===== src/rtl/bus_arbiter.sv =====
// bus_arbiter: two-master round-robin bus arbiter with locked bursts capped at MAX_HOLD beats
// Ports:
//   clk, rst                     clock, synchronous active-high reset
//   mN_req/lock/addr/we/wdata    master N request, burst lock, address, write enable, write data (N=0,1)
//   mN_rdata/gnt/ack             master N read data, grant (registered), beat acknowledge
//   s_addr/we/wdata, s_rdata     shared slave port toward the bridge
// Optional macro BUS_ARB_STATS_EN adds grant_cnt0/grant_cnt1, per-master completed-beat counters.
module bus_arbiter #(
   parameter int AW       = 32,
   parameter int DW       = 32,
   parameter int MAX_HOLD = 4
) (
   input  logic          clk,
   input  logic          rst,
   input  logic          m0_req,
   input  logic          m0_lock,
   input  logic [AW-1:0] m0_addr,
   input  logic          m0_we,
   input  logic [DW-1:0] m0_wdata,
   output logic [DW-1:0] m0_rdata,
   output logic          m0_gnt,
   output logic          m0_ack,
   input  logic          m1_req,
   input  logic          m1_lock,
   input  logic [AW-1:0] m1_addr,
   input  logic          m1_we,
   input  logic [DW-1:0] m1_wdata,
   output logic [DW-1:0] m1_rdata,
   output logic          m1_gnt,
   output logic          m1_ack,
   output logic [AW-1:0] s_addr,
   output logic          s_we,
   output logic [DW-1:0] s_wdata,
   input  logic [DW-1:0] s_rdata
`ifdef BUS_ARB_STATS_EN
   ,
   output logic [31:0]   grant_cnt0,
   output logic [31:0]   grant_cnt1
`endif
);
   localparam int HW = MAX_HOLD > 1 ? $clog2(MAX_HOLD) : 1;
   localparam logic [HW-1:0] HOLD_TOP = HW'(MAX_HOLD - 1);
   typedef enum logic [1:0] {IDLE, GNT0, GNT1} state_t;
   state_t state, state_nx;
   logic last, last_nx;
   logic [HW-1:0] hold_cnt, hold_nx;
   logic cur, xreq, xlock, yreq;
   always_ff @(posedge clk)
      if (rst) begin
         state    <= IDLE;
         last     <= 1'b1;
         hold_cnt <= '0;
      end else begin
         state    <= state_nx;
         last     <= last_nx;
         hold_cnt <= hold_nx;
      end
   // x = current owner, y = the other master
   always_comb begin
      state_nx = state;
      last_nx  = last;
      hold_nx  = hold_cnt;
      cur      = state == GNT1;
      xreq     = cur ? m1_req : m0_req;
      xlock    = cur ? m1_lock : m0_lock;
      yreq     = cur ? m0_req : m1_req;
      if (state == IDLE) begin
         if (m0_req && (!m1_req || last))
            state_nx = GNT0;
         else if (m1_req)
            state_nx = GNT1;
      end else if (xreq && xlock && (hold_cnt < HOLD_TOP || !yreq)) begin
         // saturate while uncontended so a waiting master is served right after the next beat
         hold_nx = hold_cnt == HOLD_TOP ? hold_cnt : hold_cnt + 1'b1;
      end else if (yreq) begin
         state_nx = cur ? GNT0 : GNT1;
         hold_nx  = '0;
         last_nx  = cur;
      end else if (xreq) begin
         hold_nx = '0;
      end else begin
         state_nx = IDLE;
         hold_nx  = '0;
         last_nx  = cur;
      end
   end
   assign m0_gnt   = state == GNT0;
   assign m1_gnt   = state == GNT1;
   assign m0_ack   = m0_gnt & m0_req;
   assign m1_ack   = m1_gnt & m1_req;
   assign s_addr   = m0_gnt ? m0_addr : m1_gnt ? m1_addr : '0;
   assign s_wdata  = m0_gnt ? m0_wdata : m1_gnt ? m1_wdata : '0;
   // rst gates the write strobe so a beat interrupted by reset never commits
   assign s_we     = !rst & (m0_ack & m0_we | m1_ack & m1_we);
   assign m0_rdata = m0_gnt ? s_rdata : '0;
   assign m1_rdata = m1_gnt ? s_rdata : '0;
`ifdef BUS_ARB_STATS_EN
   always_ff @(posedge clk)
      if (rst) begin
         grant_cnt0 <= '0;
         grant_cnt1 <= '0;
      end else begin
         grant_cnt0 <= grant_cnt0 + 32'(m0_ack);
         grant_cnt1 <= grant_cnt1 + 32'(m1_ack);
      end
`endif
endmodule


===== config.mk =====
export PLATFORM = sky130hd
export DESIGN_NAME = bus_arbiter
export DESIGN_NICKNAME = d
export VERILOG_FILES = /design/src/rtl/bus_arbiter.sv
export SDC_FILE = /design/constraint.sdc
export NUM_CORES = 1
export LEC_CHECK = 0
export BUFFER_PORTS_ARGS = -buffer_cell sky130_fd_sc_hd__buf_2
export CORE_AREA = 2 2 118 120
export CTS_CLUSTER_DIAMETER = 120
export CTS_CLUSTER_SIZE = 20
export DETAILED_ROUTE_END_ITERATION = 16
export DIE_AREA = 0 0 120 122
export HOLD_SLACK_MARGIN = 0.12
export MAX_ROUTING_LAYER = met4
export PLACE_DENSITY_LB_ADDON = 0.12
export SYNTH_ARGS = -nofsm -noshare
export SYNTH_HDL_FRONTEND = slang
export SYNTH_SLANG_ARGS = --single-unit

===== constraint.sdc =====
create_clock -name clk -period 1.5 [get_ports clk]
set_clock_uncertainty 0.1 [all_clocks]
set_input_delay 0.375 -clock clk [delete_from_list [all_inputs] [get_ports clk]]
set_output_delay 0.375 -clock clk [all_outputs]
set_load 0.005 [all_outputs]

==> flow_summary.ini <==
[die]
die_y_um = 122
start_util = 0.110
coreArea_um2 = 13500
rows = 43
dieArea_um2 = 14600
die_w_um = 120
io_pins = 301

[routing]
vias = 2783
drtIter0Drc = 94
viasPerCell = 4.03
routed_wl_um = 10600
drtAntennaViolNets = 0
drc = 0
avgRoutedWirePerCell_um = 15.3
drt_pass1_iterations = 4

[sta]
setup_viol = 137
max_freq_ghz = 0.535
rsz0062_at_grt = yes
tightest_slew_ns = 0.330
finalCritPeriodShare = 1.25
maxSlewHeadroom = 0.780
period_minus_slack_ns = 1.87
layout_setup_ws_ns = -0.368
hold_violations = 0
holdWs_ns = 0.348
report.final.slew_viol_count = 0

[synthesis]
syn-cell-area_um2 = 1480
ys_top_cells_by_area = a22o_1 38%, and2_1 29%, dfxtp_1 6.8%
ys_ff_latch = 5
ys_types = 26
syn_inst = 201
synthArstFlopShare = 0
ys_seq_area_frac = 0.0677
synthFlopType = dfxtp_1
synth_edf_count = 0
synth_nets = 370
avgSynthCellArea_um2 = 7.36
synth_top_area_share = 0.379
synth_largest_area_cell = a22o_1
yosysWarningCount = 0

[place]
port_buffers = 300
gp_congestion = 0.809
dp_hpwl_um = 7680
pre_cts_ws_ns = -0.120
placed_cell_area_um2 = 3220

[finish]
final_common_cell = buf_2
area_delta_synth_final_pct = 166
mostFrequentLayoutCells = 270 x buf_2, 64 x a22o_1, 39 x and2_1
fillCellCount = 1500
nNetsFinal = 681
drive_above_1_share = 0.728
antenna_cells = 0
multi_input_area_um2 = 1350
register_area_um2 = 103
fin_area_um2 = 3940

[grt]
grt_pass1_vias = 2522
antenna_found_initial = 0
gr-max-usage-layer = met2
overflow = 0
grt_max_degree = 51
grt_use_total = 0.119
met2_usage = 0.229
met3_usage = 0.0169
grt_use_met1 = 0.133
grt_pass1_wl_um = 13500

[clock_tree]
cts_root_buf = clkbuf_16
cts_sinks = 5
clkLatencyLatePin_ns = 0.23
cts_buffers = 3
htree_levels = 1
cts_tree = built
clk_pin_slew_worst_paths_ns = 0.03
cts_buffer_depth = 2
cts-hold-fix-buffers = 0

[power_and_ir_drop]
irDropWorstVdd_uv = 762
cellPowerDensity_nw_per_um2 = 1600
finalPower_w = 0.00630
leakagePower_nw = 2.25

[worst_setup_path]
worstPathRequired_ns = 1.02
critPathCaptureType = output pin
critPathMaxFanout = 6
crit_path_frequent_cell = buf_12
slowest_delay_ns = 0.31
cp_data_arrival_time_ns = 1.39
critPathLaunchType = flop
path_class = flop to output pin
slowest_stage = dfxtp_2
path_delay_family = buffers and inverters
crit_buf_inv = 4
worstPathCellList = nor2b_4, buf_12, buf_12, buf_16, a22o_1, buf_2

[worst_hold_path]
hp-class = input pin to flop

[run_status]
failed_checks = negative setup slack
outcome = complete, but fails checks

[run]
cap_viol_max_count = 0
## flip-flops by register name, summed over array words and instances, names as in the netlist
register	count
last	1
hold_cnt	2
state	2
## cell families after synthesis
kind of cell | after synthesis | share of synthesized area
buf+inv | 27 | 0.0914
mux | 2 | 0.0135
simple gates | 90 | 0.368
fa+ha+maj | 1 | 0.00846
flops | 5 | 0.0677
compound gates | 76 | 0.451
## worst paths after layout
check         startpoint  cells past startpoint  slack, ns     endpoint
min                  rst                      3       0.35         last
min reg2reg  hold_cnt[1]                      2       0.36  hold_cnt[1]
max reg2reg     state[0]                      6      -0.16     state[1]
max             state[0]                      6      -0.37  s_wdata[22]
## cell usage after synthesis, types with 2 or more instances
cell	n
and2_1	68
a22o_1	64
clkbuf_1	10
buf_2	9
nand2_1	8
dfxtp_1	5
buf_4	4
nor2_1	4
a21oi_1	3
inv_1	3
nand2b_1	3
mux2i_1	2
nand4b_1	2
nor2b_1	2
o21bai_1	2
o2bb2ai_1	2
## timing repair
action                                  CTS  global route
pin swaps                                10            22
gates cloned                              4             5
gates resized for setup                  25            52
endpoints found under the setup margin  135           138
setup buffers                             4             9
## stage by stage
step                instances   util  TNS, ns
floorplan                 201      -    -4.47
global placement          667  0.238    -8.03
detailed placement        667  0.238    -8.81
CTS                       679  0.263   -40.90
global route              691  0.292   -50.06
finish                    691  0.292   -43.29
## power breakdown
part / switching [W] / total [W] / internal (W) / leakage (nW)
clock: 0.0000853 / 0.000437 / 0.000352 / 0.0382
combinational: 0.00234 / 0.00564 / 0.00330 / 2.17
sequential: 0.0000376 / 0.000225 / 0.000187 / 0.0417
## tightest hold or removal path, delay by kind of cell
kind,cells,cell delay (ns)
and+or+nand+nor,1,0.04
muxes,1,0.10
buffers and inverters,1,0.11
## per-layer routing
layer	vias to the layer above	wire length [um]
met4	0	57
li1	1363	-
met3	8	714
met2	132	5710
met1	1280	4080
met5	-	0
## cell type report
| cell class | instances | area share |
|---|---|---|
| timing repair buffer | 330 | 0.551 |
| multi-input combinational | 169 | 0.343 |
| tap | 180 | 0.0572 |
| sequential | 5 | 0.0260 |
| clock buffer | 4 | 0.0200 |
| inverter | 3 | 0.00286 |
No activity file was read; power rests on OpenSTA's default activity.
